--- config.mk ---
export PLATFORM = sky130hd
export DESIGN_NAME = store_buffer_fifo_flat
export DESIGN_NICKNAME = d
export VERILOG_FILES = /design/src/rtl/store_buffer_fifo_if.sv /design/src/rtl/store_buffer_fifo.sv /design/src/flat_wrapper.sv
export SDC_FILE = /design/constraint.sdc
export NUM_CORES = 1
export LEC_CHECK = 0
export ABC_CLOCK_PERIOD_IN_PS = 6100
export CORE_UTILIZATION = 58
export DETAILED_ROUTE_END_ITERATION = 12
export PLACE_DENSITY_LB_ADDON = 0.1
export SLEW_MARGIN = 20
export SYNTH_ARGS = -nofsm -noshare
export SYNTH_HDL_FRONTEND = slang
export SYNTH_SLANG_ARGS = --single-unit
export TNS_END_PERCENT = 30
--- constraint.sdc ---
create_clock -name clk -period 6.1 [get_ports clk]
set_input_delay 1.22 -clock clk [delete_from_list [all_inputs] [get_ports clk]]
set_output_delay 1.22 -clock clk [all_outputs]
set_load 0.01 [all_outputs]
--- src/rtl/store_buffer_fifo_if.sv ---
`default_nettype none
// ============================================================================
// Module   : store_buffer_fifo_if
// Purpose  : Bundles the store, load-lookup, drain and status channels of the
//            store buffer.
// Modports : master - store/load requester and drain consumer
//                     (drives st_*, ld_valid/ld_addr, dr_ready)
//            slave  - the store buffer itself
// Signals  : st_valid/st_ready/st_addr/st_data/st_be   store request
//            ld_valid/ld_addr -> ld_hit/ld_be/ld_data  forwarding lookup
//            dr_valid/dr_ready/dr_addr/dr_data/dr_be   drain to cache
//            count/full/empty                          occupancy status
// Revision : 1.0 - initial release
// ============================================================================
interface store_buffer_fifo_if #(
  parameter int DATA_W = 32,
  parameter int ADDR_W = 32,
  parameter int DEPTH  = 4
);
  localparam int BE_W  = DATA_W / 8;
  localparam int CNT_W = $clog2(DEPTH) + 1;

  logic              st_valid;
  logic              st_ready;
  logic [ADDR_W-1:0] st_addr;
  logic [DATA_W-1:0] st_data;
  logic [BE_W-1:0]   st_be;

  logic              ld_valid;
  logic [ADDR_W-1:0] ld_addr;
  logic              ld_hit;
  logic [BE_W-1:0]   ld_be;
  logic [DATA_W-1:0] ld_data;

  logic              dr_valid;
  logic              dr_ready;
  logic [ADDR_W-1:0] dr_addr;
  logic [DATA_W-1:0] dr_data;
  logic [BE_W-1:0]   dr_be;

  logic [CNT_W-1:0]  count;
  logic              full;
  logic              empty;

  modport master (
    output st_valid, st_addr, st_data, st_be,
    output ld_valid, ld_addr,
    output dr_ready,
    input  st_ready, ld_hit, ld_be, ld_data,
    input  dr_valid, dr_addr, dr_data, dr_be,
    input  count, full, empty
  );

  modport slave (
    input  st_valid, st_addr, st_data, st_be,
    input  ld_valid, ld_addr,
    input  dr_ready,
    output st_ready, ld_hit, ld_be, ld_data,
    output dr_valid, dr_addr, dr_data, dr_be,
    output count, full, empty
  );
endinterface
`default_nettype wire

--- src/rtl/store_buffer_fifo.sv ---
`default_nettype none
// ============================================================================
// Module   : store_buffer_fifo
// Purpose  : In-order store buffer. Stores are queued in FIFO order, drained
//            oldest-first to the cache, and loads are forwarded byte-by-byte
//            from the youngest matching buffered store.
// Ports    : clk  - single clock, rising edge
//            rst  - asynchronous active-low reset
//            bus  - store_buffer_fifo_if.slave (store / load / drain / status)
// Options  : STORE_BUFFER_COALESCE_EN - when defined, a store merges into the
//            youngest valid matching non-head entry instead of allocating.
// Revision : 1.0 - initial release
// ============================================================================
module store_buffer_fifo #(
  parameter int DATA_W = 32,
  parameter int ADDR_W = 32,
  parameter int DEPTH  = 4
) (
  input  wire logic          clk,
  input  wire logic          rst,
  store_buffer_fifo_if.slave bus
);
  localparam int BE_W  = DATA_W / 8;
  localparam int OFF_W = $clog2(BE_W);
  localparam int PTR_W = $clog2(DEPTH);
  localparam int CNT_W = PTR_W + 1;

  // Entries hold the word-aligned address, so address compares and the drain
  // address both ignore the byte offset.
  localparam logic [ADDR_W-1:0] c_word_mask = ~ADDR_W'((64'd1 << OFF_W) - 64'd1);
  localparam logic [CNT_W-1:0]  c_depth     = CNT_W'(DEPTH);

  logic [DEPTH-1:0]  r_valid;
  logic [ADDR_W-1:0] r_addr [DEPTH];
  logic [DATA_W-1:0] r_data [DEPTH];
  logic [BE_W-1:0]   r_be   [DEPTH];
  logic [PTR_W-1:0]  r_head;
  logic [PTR_W-1:0]  r_tail;
  logic [CNT_W-1:0]  r_count;

  logic              w_full;
  logic              w_empty;
  logic              w_st_ready;
  logic              w_st_fire;
  logic              w_alloc;
  logic              w_merge;
  logic              w_drain;
  logic              w_co_hit;
  logic [PTR_W-1:0]  w_co_idx;
  logic [ADDR_W-1:0] w_st_waddr;
  logic [ADDR_W-1:0] w_ld_waddr;
  logic [BE_W-1:0]   w_fwd_be;
  logic [DATA_W-1:0] w_fwd_data;

  assign w_full     = (r_count == c_depth);
  assign w_empty    = (r_count == '0);
  assign w_st_waddr = bus.st_addr & c_word_mask;
  assign w_ld_waddr = bus.ld_addr & c_word_mask;

`ifdef STORE_BUFFER_COALESCE_EN
  // Youngest valid matching entry, excluding the head so the entry being
  // presented on the drain channel never changes underneath the cache.
  always_comb begin : p_coalesce
    logic [PTR_W-1:0] idx;
    idx      = '0;
    w_co_hit = 1'b0;
    w_co_idx = '0;
    for (int k = 1; k < DEPTH; k++) begin
      idx = r_head + PTR_W'(k);
      if (r_valid[idx] && (r_addr[idx] == w_st_waddr)) begin
        w_co_hit = 1'b1;
        w_co_idx = idx;
      end
    end
  end
  assign w_st_ready = !w_full || w_co_hit;
`else
  assign w_co_hit   = 1'b0;
  assign w_co_idx   = '0;
  assign w_st_ready = !w_full;
`endif

  // Zero byte-enable stores are accepted but change nothing.
  assign w_st_fire = bus.st_valid && w_st_ready;
  assign w_alloc   = w_st_fire && (bus.st_be != '0) && !w_co_hit;
  assign w_merge   = w_st_fire && (bus.st_be != '0) && w_co_hit;
  assign w_drain   = !w_empty && bus.dr_ready;

  // Control state.
  always_ff @(posedge clk or negedge rst) begin
    if (!rst) begin
      r_valid <= '0;
      r_head  <= '0;
      r_tail  <= '0;
      r_count <= '0;
    end else begin
      if (w_alloc) begin
        r_valid[r_tail] <= 1'b1;
        r_tail          <= r_tail + 1'b1;
      end
      if (w_drain) begin
        r_valid[r_head] <= 1'b0;
        r_head          <= r_head + 1'b1;
      end
      case ({w_alloc, w_drain})
        2'b10:   r_count <= r_count + 1'b1;
        2'b01:   r_count <= r_count - 1'b1;
        default: r_count <= r_count;
      endcase
    end
  end

  // Payload arrays; qualified by r_valid so they need no reset.
  always_ff @(posedge clk) begin
    if (w_alloc) begin
      r_addr[r_tail] <= w_st_waddr;
      r_data[r_tail] <= bus.st_data;
      r_be[r_tail]   <= bus.st_be;
    end else if (w_merge) begin
      r_be[w_co_idx] <= r_be[w_co_idx] | bus.st_be;
      for (int b = 0; b < BE_W; b++) begin
        if (bus.st_be[b]) begin
          r_data[w_co_idx][b*8 +: 8] <= bus.st_data[b*8 +: 8];
        end
      end
    end
  end

  // Forwarding: walk oldest to youngest so younger entries overwrite older
  // bytes. The head is included even in the cycle it drains.
  always_comb begin : p_forward
    logic [PTR_W-1:0] idx;
    idx        = '0;
    w_fwd_be   = '0;
    w_fwd_data = '0;
    for (int k = 0; k < DEPTH; k++) begin
      idx = r_head + PTR_W'(k);
      if (r_valid[idx] && (r_addr[idx] == w_ld_waddr)) begin
        for (int b = 0; b < BE_W; b++) begin
          if (r_be[idx][b]) begin
            w_fwd_be[b]          = 1'b1;
            w_fwd_data[b*8 +: 8] = r_data[idx][b*8 +: 8];
          end
        end
      end
    end
  end

  assign bus.st_ready = w_st_ready;
  assign bus.ld_be    = bus.ld_valid ? w_fwd_be   : '0;
  assign bus.ld_data  = bus.ld_valid ? w_fwd_data : '0;
  assign bus.ld_hit   = bus.ld_valid && (w_fwd_be != '0);
  assign bus.dr_valid = !w_empty;
  assign bus.dr_addr  = r_addr[r_head];
  assign bus.dr_data  = r_data[r_head];
  assign bus.dr_be    = r_be[r_head];
  assign bus.count    = r_count;
  assign bus.full     = w_full;
  assign bus.empty    = w_empty;
endmodule
`default_nettype wire
--- src/flat_wrapper.sv ---
// flat-port wrapper written by rule: the top's interface ports become plain ports
module store_buffer_fifo_flat 
#(
  parameter int DATA_W = 32,
  parameter int ADDR_W = 32,
  parameter int DEPTH  = 4
)
  (clk, rst, bus_st_valid, bus_st_addr, bus_st_data, bus_st_be, bus_ld_valid, bus_ld_addr, bus_dr_ready, bus_st_ready, bus_ld_hit, bus_ld_be, bus_ld_data, bus_dr_valid, bus_dr_addr, bus_dr_data, bus_dr_be, bus_count, bus_full, bus_empty);
  store_buffer_fifo_if #(.DATA_W(DATA_W), .ADDR_W(ADDR_W), .DEPTH(DEPTH)) bus_i ();
  input  wire logic clk;
  input  wire logic rst;
  input wire logic [$bits(bus_i.st_valid)-1:0] bus_st_valid;
  input wire logic [$bits(bus_i.st_addr)-1:0] bus_st_addr;
  input wire logic [$bits(bus_i.st_data)-1:0] bus_st_data;
  input wire logic [$bits(bus_i.st_be)-1:0] bus_st_be;
  input wire logic [$bits(bus_i.ld_valid)-1:0] bus_ld_valid;
  input wire logic [$bits(bus_i.ld_addr)-1:0] bus_ld_addr;
  input wire logic [$bits(bus_i.dr_ready)-1:0] bus_dr_ready;
  output wire logic [$bits(bus_i.st_ready)-1:0] bus_st_ready;
  output wire logic [$bits(bus_i.ld_hit)-1:0] bus_ld_hit;
  output wire logic [$bits(bus_i.ld_be)-1:0] bus_ld_be;
  output wire logic [$bits(bus_i.ld_data)-1:0] bus_ld_data;
  output wire logic [$bits(bus_i.dr_valid)-1:0] bus_dr_valid;
  output wire logic [$bits(bus_i.dr_addr)-1:0] bus_dr_addr;
  output wire logic [$bits(bus_i.dr_data)-1:0] bus_dr_data;
  output wire logic [$bits(bus_i.dr_be)-1:0] bus_dr_be;
  output wire logic [$bits(bus_i.count)-1:0] bus_count;
  output wire logic [$bits(bus_i.full)-1:0] bus_full;
  output wire logic [$bits(bus_i.empty)-1:0] bus_empty;
  assign bus_i.st_valid = bus_st_valid;
  assign bus_i.st_addr = bus_st_addr;
  assign bus_i.st_data = bus_st_data;
  assign bus_i.st_be = bus_st_be;
  assign bus_i.ld_valid = bus_ld_valid;
  assign bus_i.ld_addr = bus_ld_addr;
  assign bus_i.dr_ready = bus_dr_ready;
  assign bus_st_ready = bus_i.st_ready;
  assign bus_ld_hit = bus_i.ld_hit;
  assign bus_ld_be = bus_i.ld_be;
  assign bus_ld_data = bus_i.ld_data;
  assign bus_dr_valid = bus_i.dr_valid;
  assign bus_dr_addr = bus_i.dr_addr;
  assign bus_dr_data = bus_i.dr_data;
  assign bus_dr_be = bus_i.dr_be;
  assign bus_count = bus_i.count;
  assign bus_full = bus_i.full;
  assign bus_empty = bus_i.empty;
  store_buffer_fifo #(.DATA_W(DATA_W), .ADDR_W(ADDR_W), .DEPTH(DEPTH)) u_core (.clk(clk), .rst(rst), .bus(bus_i));
endmodule
==> out/qor.csv, run 1 <==
metric,value,unit
status,completed,
Worst R2R Start,u_core.bus.count[0],
Async SR Flop Fraction,4.00,%
gr ovfl total,0,
ys flop type,edfxtp_1,
CTS tree,yes,
CP endpoint kind,output port,
gpl congestion,0.967,
Clock Skews,10.6,ps
first-pass GRT wire length,83600,microns
clock sink total,275,
clk root buf,clkbuf_16,
Yosys top cell area share,41.9,%
"CTS clk-pin slew, worst paths",60,ps
leakage,8.24,nW
Clock Tree Buf Depth,3,
setup TNS,0,ps
initial DRC count,1510,
Pwr Density,525,nW/um^2
Die X,183,microns
Die H,183,microns
"Slew Viols, Final",0,
final WL,55900,microns
Netlist cell types,73,
non-filler cells in the finished layout,2000,
most frequent cell on the critical path,buf_12,
WL per Instance,28.0,microns
CTS Hold Bufs,0,
Tcrit/Tclk final,99.3,%
Syn Inst Count,1270,
master of the slowest instance on the critical path,clkdlybuf4s50_1,
Slew HR,35.3,%
Post-synth EDFFs,264,
area of the core,31800,sq um
Initial Util,59.5,%
Worst Path Max Fanout,18,
slew of the pin with the lowest slew margin,970,ps
pin count of the biggest net entering global routing,73,
maxcap violations,0,
Synth area leader,edfxtp_1,
data required time of the worst path,4880,ps
layout cell share with drive strength beyond 1,30.2,%
post-DR vias/cell,6.89,
RSZ-0062 raised after global routing,yes,
CP startpoint,u_core.r_head[1],
worst min-delay path class,reg -> reg,
mean post-synth cell area,14.9,sq um
Period minus WS final,6060,ps
DR vias,13800,
CTS H-tree lvls,1,
Highest Clock Rate,165,MHz
post-route ant nets,0,
Hold Path Depth,1,
VDD IR-drop max,0.421,mV
clk_lat worst skew,560,ps
fill count,2017,
Placed Cells,1926,
TritonCTS Buffers,30,
Area Overhead vs Synth,24.2,%
nets,1656,
Hold Crit Start,u_core.bus.count[0],
"Arr. time, crit path",4840,ps
YS warnings,0,
worst stage delay on the critical path,590,ps
CP startpoint kind,register,
WS Path Type,reg -> out,
Yosys reg bits,275,
setup violators final,0,
post-synthesis sequential area ratio,43.3,%
All-Layer GR Usage,33.8,%
n_diodes,0,
initial antenna violation count,0,
crit path cell chain,inv_1 > ha_4 > buf_12 > mux2i_2 > o22ai_1 > or4_1 > nor4_1 > buf_4 > and4b_1 > buf_12 > and2_1 > buf_12 > a221oi_1 > nor3_2 > clkdlybuf4s50_1,
final worst slack,44.3,ps
# IOs,217,
vias in the first global route,13700,
Hold WS,539,ps
Post-Syn Area,18900,sq um
Final Hold Fails,0,
Residual DRC,0,
die area,33400,sq um
Area contributors post-synth,"edfxtp_1 (42%), mux4_2 (25%), mux2i_1 (6.4%)",
worst reg2reg path depth,6,
number of buffers added on ports,210,
most common cell in the synthesized netlist,edfxtp_1,
FP Rows,65,
post-DP HPWL,39100,microns
pre-CTS setup slack,-109,ps
top post-synthesis cells by count,"edfxtp_1 (264), mux4_2 (213), mux2i_1 (122)",
Detailed Routing Iterations Pass 1,5,
where the power goes:
part           internal (W)  switching (W)
Clock               0.00123       0.000749
Sequential          0.00250       0.000303
Combinational       0.00380        0.00375
Total               0.00753        0.00480
cell usage in the layout, fill, tap and decap left out, drive strengths merged, types with 10 or more instances in the layout:
master,count
a2111oi,18
a21oi,12
a221oi,41
a2bb2oi,10
and2,15
buf,139
clkbuf,43
clkdlybuf4s50,189
dfrtp,11
dlymetal6s2s,20
edfxtp,264
inv,31
mux2i,123
mux4,213
nand2,20
nand4,13
nor2,62
nor3,45
nor4,11
o21ai,41
o22ai,20
xnor2,63
xor2,28
flip-flops by register name, indices dropped and copies added, names as in the netlist:
name	flops
u_core.r_valid	4
u_core.r_head	2
u_core.r_addr	120
u_core.r_tail	2
u_core.r_be	16
u_core.bus.count	3
u_core.r_data	128
final timing paths:
check,end,slack [ps]
max in group asynchronous,u_core.r_head[1],4710
worst min register to register,u_core.bus.count[0],540
min in group asynchronous,u_core.bus.count[2],1000
worst min-delay path,u_core.bus.count[0],540
worst max-delay path,bus_ld_data[28],40
worst max register to register,u_core.r_data[3][10],3280
final cells by class:
type                    instances  area, sq um  area share (%)
multi-input cells             853        10100            42.8
clock buffers                  43          861            3.66
inverters                      31          116           0.495
repair buffers                350         3500            14.9
clock inverters                13          220           0.937
flip-flops and latches        275         8210            34.9
well taps                     435          544            2.32
worst max-delay path, delay by kind of cell, from the launching register on:
kind            cells  cell delay (ps)
mux                 1              330
fa+ha+maj           1              370
flops               1              440
buf+inv             6             1330
compound gates      2              270
simple gates        5             1510
layer usage:
metal | GRT usage [%] | part of all wire [%] | routed length, microns | vias to the layer above
li1 | - | - | - | 5864
met5 | 0 | 0 | 0 | -
met3 | 9.06 | 11 | 6150 | 120
met1 | 47.4 | 40 | 22200 | 7017
met4 | 11.1 | 3.5 | 1970 | 0
met2 | 51.4 | 46 | 25600 | 781
logic make-up (layout without fill, tap and decap cells):
family | after synthesis | count (layout) | synth area share (%)
muxes | 345 | 345 | 32.4
DFF | 275 | 275 | 43.3
AOI/OAI and AO/OA | 204 | 204 | 9.06
and+or+nand+nor | 201 | 201 | 5.74
buffers and inverters | 143 | 437 | 4.51
xor gates and xnor gates | 91 | 91 | 4.21
adders and majority gates | 10 | 10 | 0.700
other | 1 | 2 | 0.0198
through the flow:
step | utilization, % | power [W] | area, sq um
2_1_floorplan | - | 0.00788 | 18900
3_3_place_gp | 69.2 | 0.00979 | 22000
3_5_place_dp | 69.2 | 0.00991 | 22000
4_1_cts | 73.1 | 0.0121 | 23200
5_1_grt | 73.9 | 0.0128 | 23500
6_report | 73.9 | 0.0123 | 23500
repair_timing:
item | in CTS | in global routing
cloned | 1 | 0
buffers inserted | 10 | 7
pin swaps | 5 | 7
endpoints found under the setup margin | 37 | 37
resized for setup | 9 | 52
No activity file was read; power rests on OpenSTA's default activity.
==> run 2: changes to the inputs <==
Settings changed: CORE_UTILIZATION 58 to 60, DONT_BUFFER_PORTS set to 1, SETUP_SLACK_MARGIN set to 0.02, TNS_END_PERCENT 30 to not set.
==> out/qor.csv, run 2 (same netlist as run 1, synthesis figures left out) <==
metric,value,unit,change
CP startpoint kind,register,,
Area Overhead vs Synth,8.49,%,
CP top delay family,simple AND/OR/NAND/NOR gates,,
Die H,180,microns,-1.7%
master of the slowest instance on the critical path,mux4_2,,
Highest Clock Rate,167,MHz,+0.99%
Residual DRC,13,,+13
# IOs,217,,unchanged
DR vias,12800,,-6.9%
Reg with most FFs,u_core.r_data,,
Detailed Routing Iterations Pass 1,12,,+7
Die X,180,microns,-1.7%
FP Rows,64,,-1.5%
leakage,6.67,nW,-19%
layout cell share with drive strength beyond 1,30.5,%,+0.29 points
vias in the first global route,12300,,-11%
initial antenna violation count,0,,unchanged
Final Hold Fails,0,,unchanged
gpl congestion,0.996,,+3.0%
WL per Instance,30.5,microns,+9.0%
Tcrit/Tclk final,98.3,%,-0.97 points
final WL,51300,microns,-8.2%
"commonest non-fill, non-tap cell in the layout",edfxtp_1,,
post-DP HPWL,35100,microns,-10%
first-pass GRT wire length,77000,microns,-7.9%
setup TNS,0,ps,unchanged
n_diodes,0,,unchanged
slew of the pin with the lowest slew margin,922,ps,-47.5 ps
crit path cell chain,inv_2 > ha_4 > buf_12 > mux4_2 > xnor2_1 > nand4_1 > nor4_2 > and4b_2 > and2_2 > a221oi_1 > nor3_1 > buf_4,,
maxcap violations,0,,unchanged
Hold WS,322,ps,-217 ps
worst stage delay on the critical path,520,ps,-70 ps
"CTS clk-pin slew, worst paths",60,ps,about the same
Slew HR,38.5,%,+3.2 points
CTS H-tree lvls,1,,unchanged
WS Path Type,reg -> out,,
"Slew Viols, Final",0,,unchanged
Period minus WS final,6000,ps,-59.4 ps
All-Layer GR Usage,31.7,%,-2.1 points
flop-to-flop setup slack,3100,ps,-180 ps
clk root buf,clkbuf_16,,
initial DRC count,1481,,-1.9%
failing checks,design-rule violations,,
clk_lat worst skew,590,ps,+30 ps
most frequent cells in the layout,"edfxtp_1 (264), mux4_2 (213), mux2i_1 (122), nor2_1 (62)",,
clock sink total,275,,unchanged
die area,32300,sq um,-3.3%
data required time of the worst path,4880,ps,about the same
Clock Tree Buf Depth,3,,unchanged
status,"finished, violations left",,
CTS Hold Bufs,0,,unchanged
nets,1379,,-17%
"Arr. time, crit path",4780,ps,-60 ps
gr ovfl total,0,,unchanged
fill count,2112,,+4.7%
setup violators final,0,,unchanged
Pwr Density,537,nW/um^2,+2.4%
TritonCTS Buffers,30,,unchanged
area of the core,30800,sq um,-3.0%
CP endpoint kind,output port,,
Worst Path Max Fanout,10,,-8
post-DR vias/cell,7.62,,+11%
pin count of the biggest net entering global routing,120,,+64%
Buf/Inv on CP,3,,-3
VDD IR-drop max,0.556,mV,+32%
post-route ant nets,0,,unchanged
worst min-delay path class,in -> async,,
number of buffers added on ports,0,,-100%
Top Registers,"u_core.r_data x128, u_core.r_addr x120, u_core.r_be x16",,
RSZ-0062 raised after global routing,yes,,
CTS tree,yes,,
Clock Skews,15.4,ps,+4.78 ps
max FFs per register,128,,unchanged
Initial Util,61.4,%,+1.9 points
## run 2: cell types whose count changed in the layout (fill, tap and decap cells not counted), sizes merged, moves of 5 or more
| cell | previous run | this run |
|---|---|---|
| clkdlybuf4s50 | 189 | 0 |
| buf | 139 | 73 |
| dlymetal6s2s | 20 | 0 |
| clkinv | 4 | 11 |
| clkbuf | 43 | 38 |
## run 2: final timing paths
path	start	cells after the start	endpoint
setup / recovery	u_core.r_head[0]	12	bus_ld_data[30]
hold / removal	rst	0	u_core.r_tail[1]
setup reg to reg	u_core.bus.count[0]	6	u_core.r_addr[1][21]
hold reg to reg	u_core.bus.count[0]	1	u_core.bus.count[0]
max in group asynchronous	rst	0	u_core.r_head[0]
min in group clk	u_core.bus.count[0]	1	u_core.bus.count[0]
## run 2: repair_timing
item | 4_1_cts | 5_1_grt
buffers inserted | 2 | 7
resized for setup | 15 | 12
gates cloned | 0 | 0
setup endpoints to repair | 37 | 33
pin swaps | 1 | 4
## run 2: cell type report
| cell class | count | area [sq um] | share of cell area (%) |
|---|---|---|---|
| multi-input cells | 853 | 10000 | 48.7 |
| flip-flops and latches | 275 | 8210 | 40.0 |
| clock buffers | 38 | 781 | 3.80 |
| repair buffers | 73 | 691 | 3.36 |
| well taps | 396 | 495 | 2.41 |
| clock inverters | 18 | 241 | 1.18 |
| inverters | 31 | 116 | 0.566 |
## run 2: stage by stage
step	setup WS, ps	cell area [sq um]	std cells	utilization (%)	power (W)
2_1_floorplan	212	18900	1271	-	0.00788
3_3_place_gp	376	19300	1619	62.6	0.00888
3_5_place_dp	377	19300	1619	62.6	0.00898
4_1_cts	42.1	20400	1677	66.2	0.0109
5_1_grt	2.25	20500	1684	66.6	0.0115
6_report	104	20500	1684	66.6	0.0110
## run 2: metal layers
layer	routed length, microns	global-route usage, %
met5	0	0
met4	1230	8.48
met3	6580	10.3
met2	23700	47.5
met1	19800	44.9
## run 2: power breakdown
part / leakage [nW] / switching, W / internal [W]
Combinational: 3.63 / 0.00337 / 0.00297
Sequential: 2.54 / 0.000310 / 0.00250
Clock: 0.494 / 0.000764 / 0.00112
Total: 6.67 / 0.00444 / 0.00660
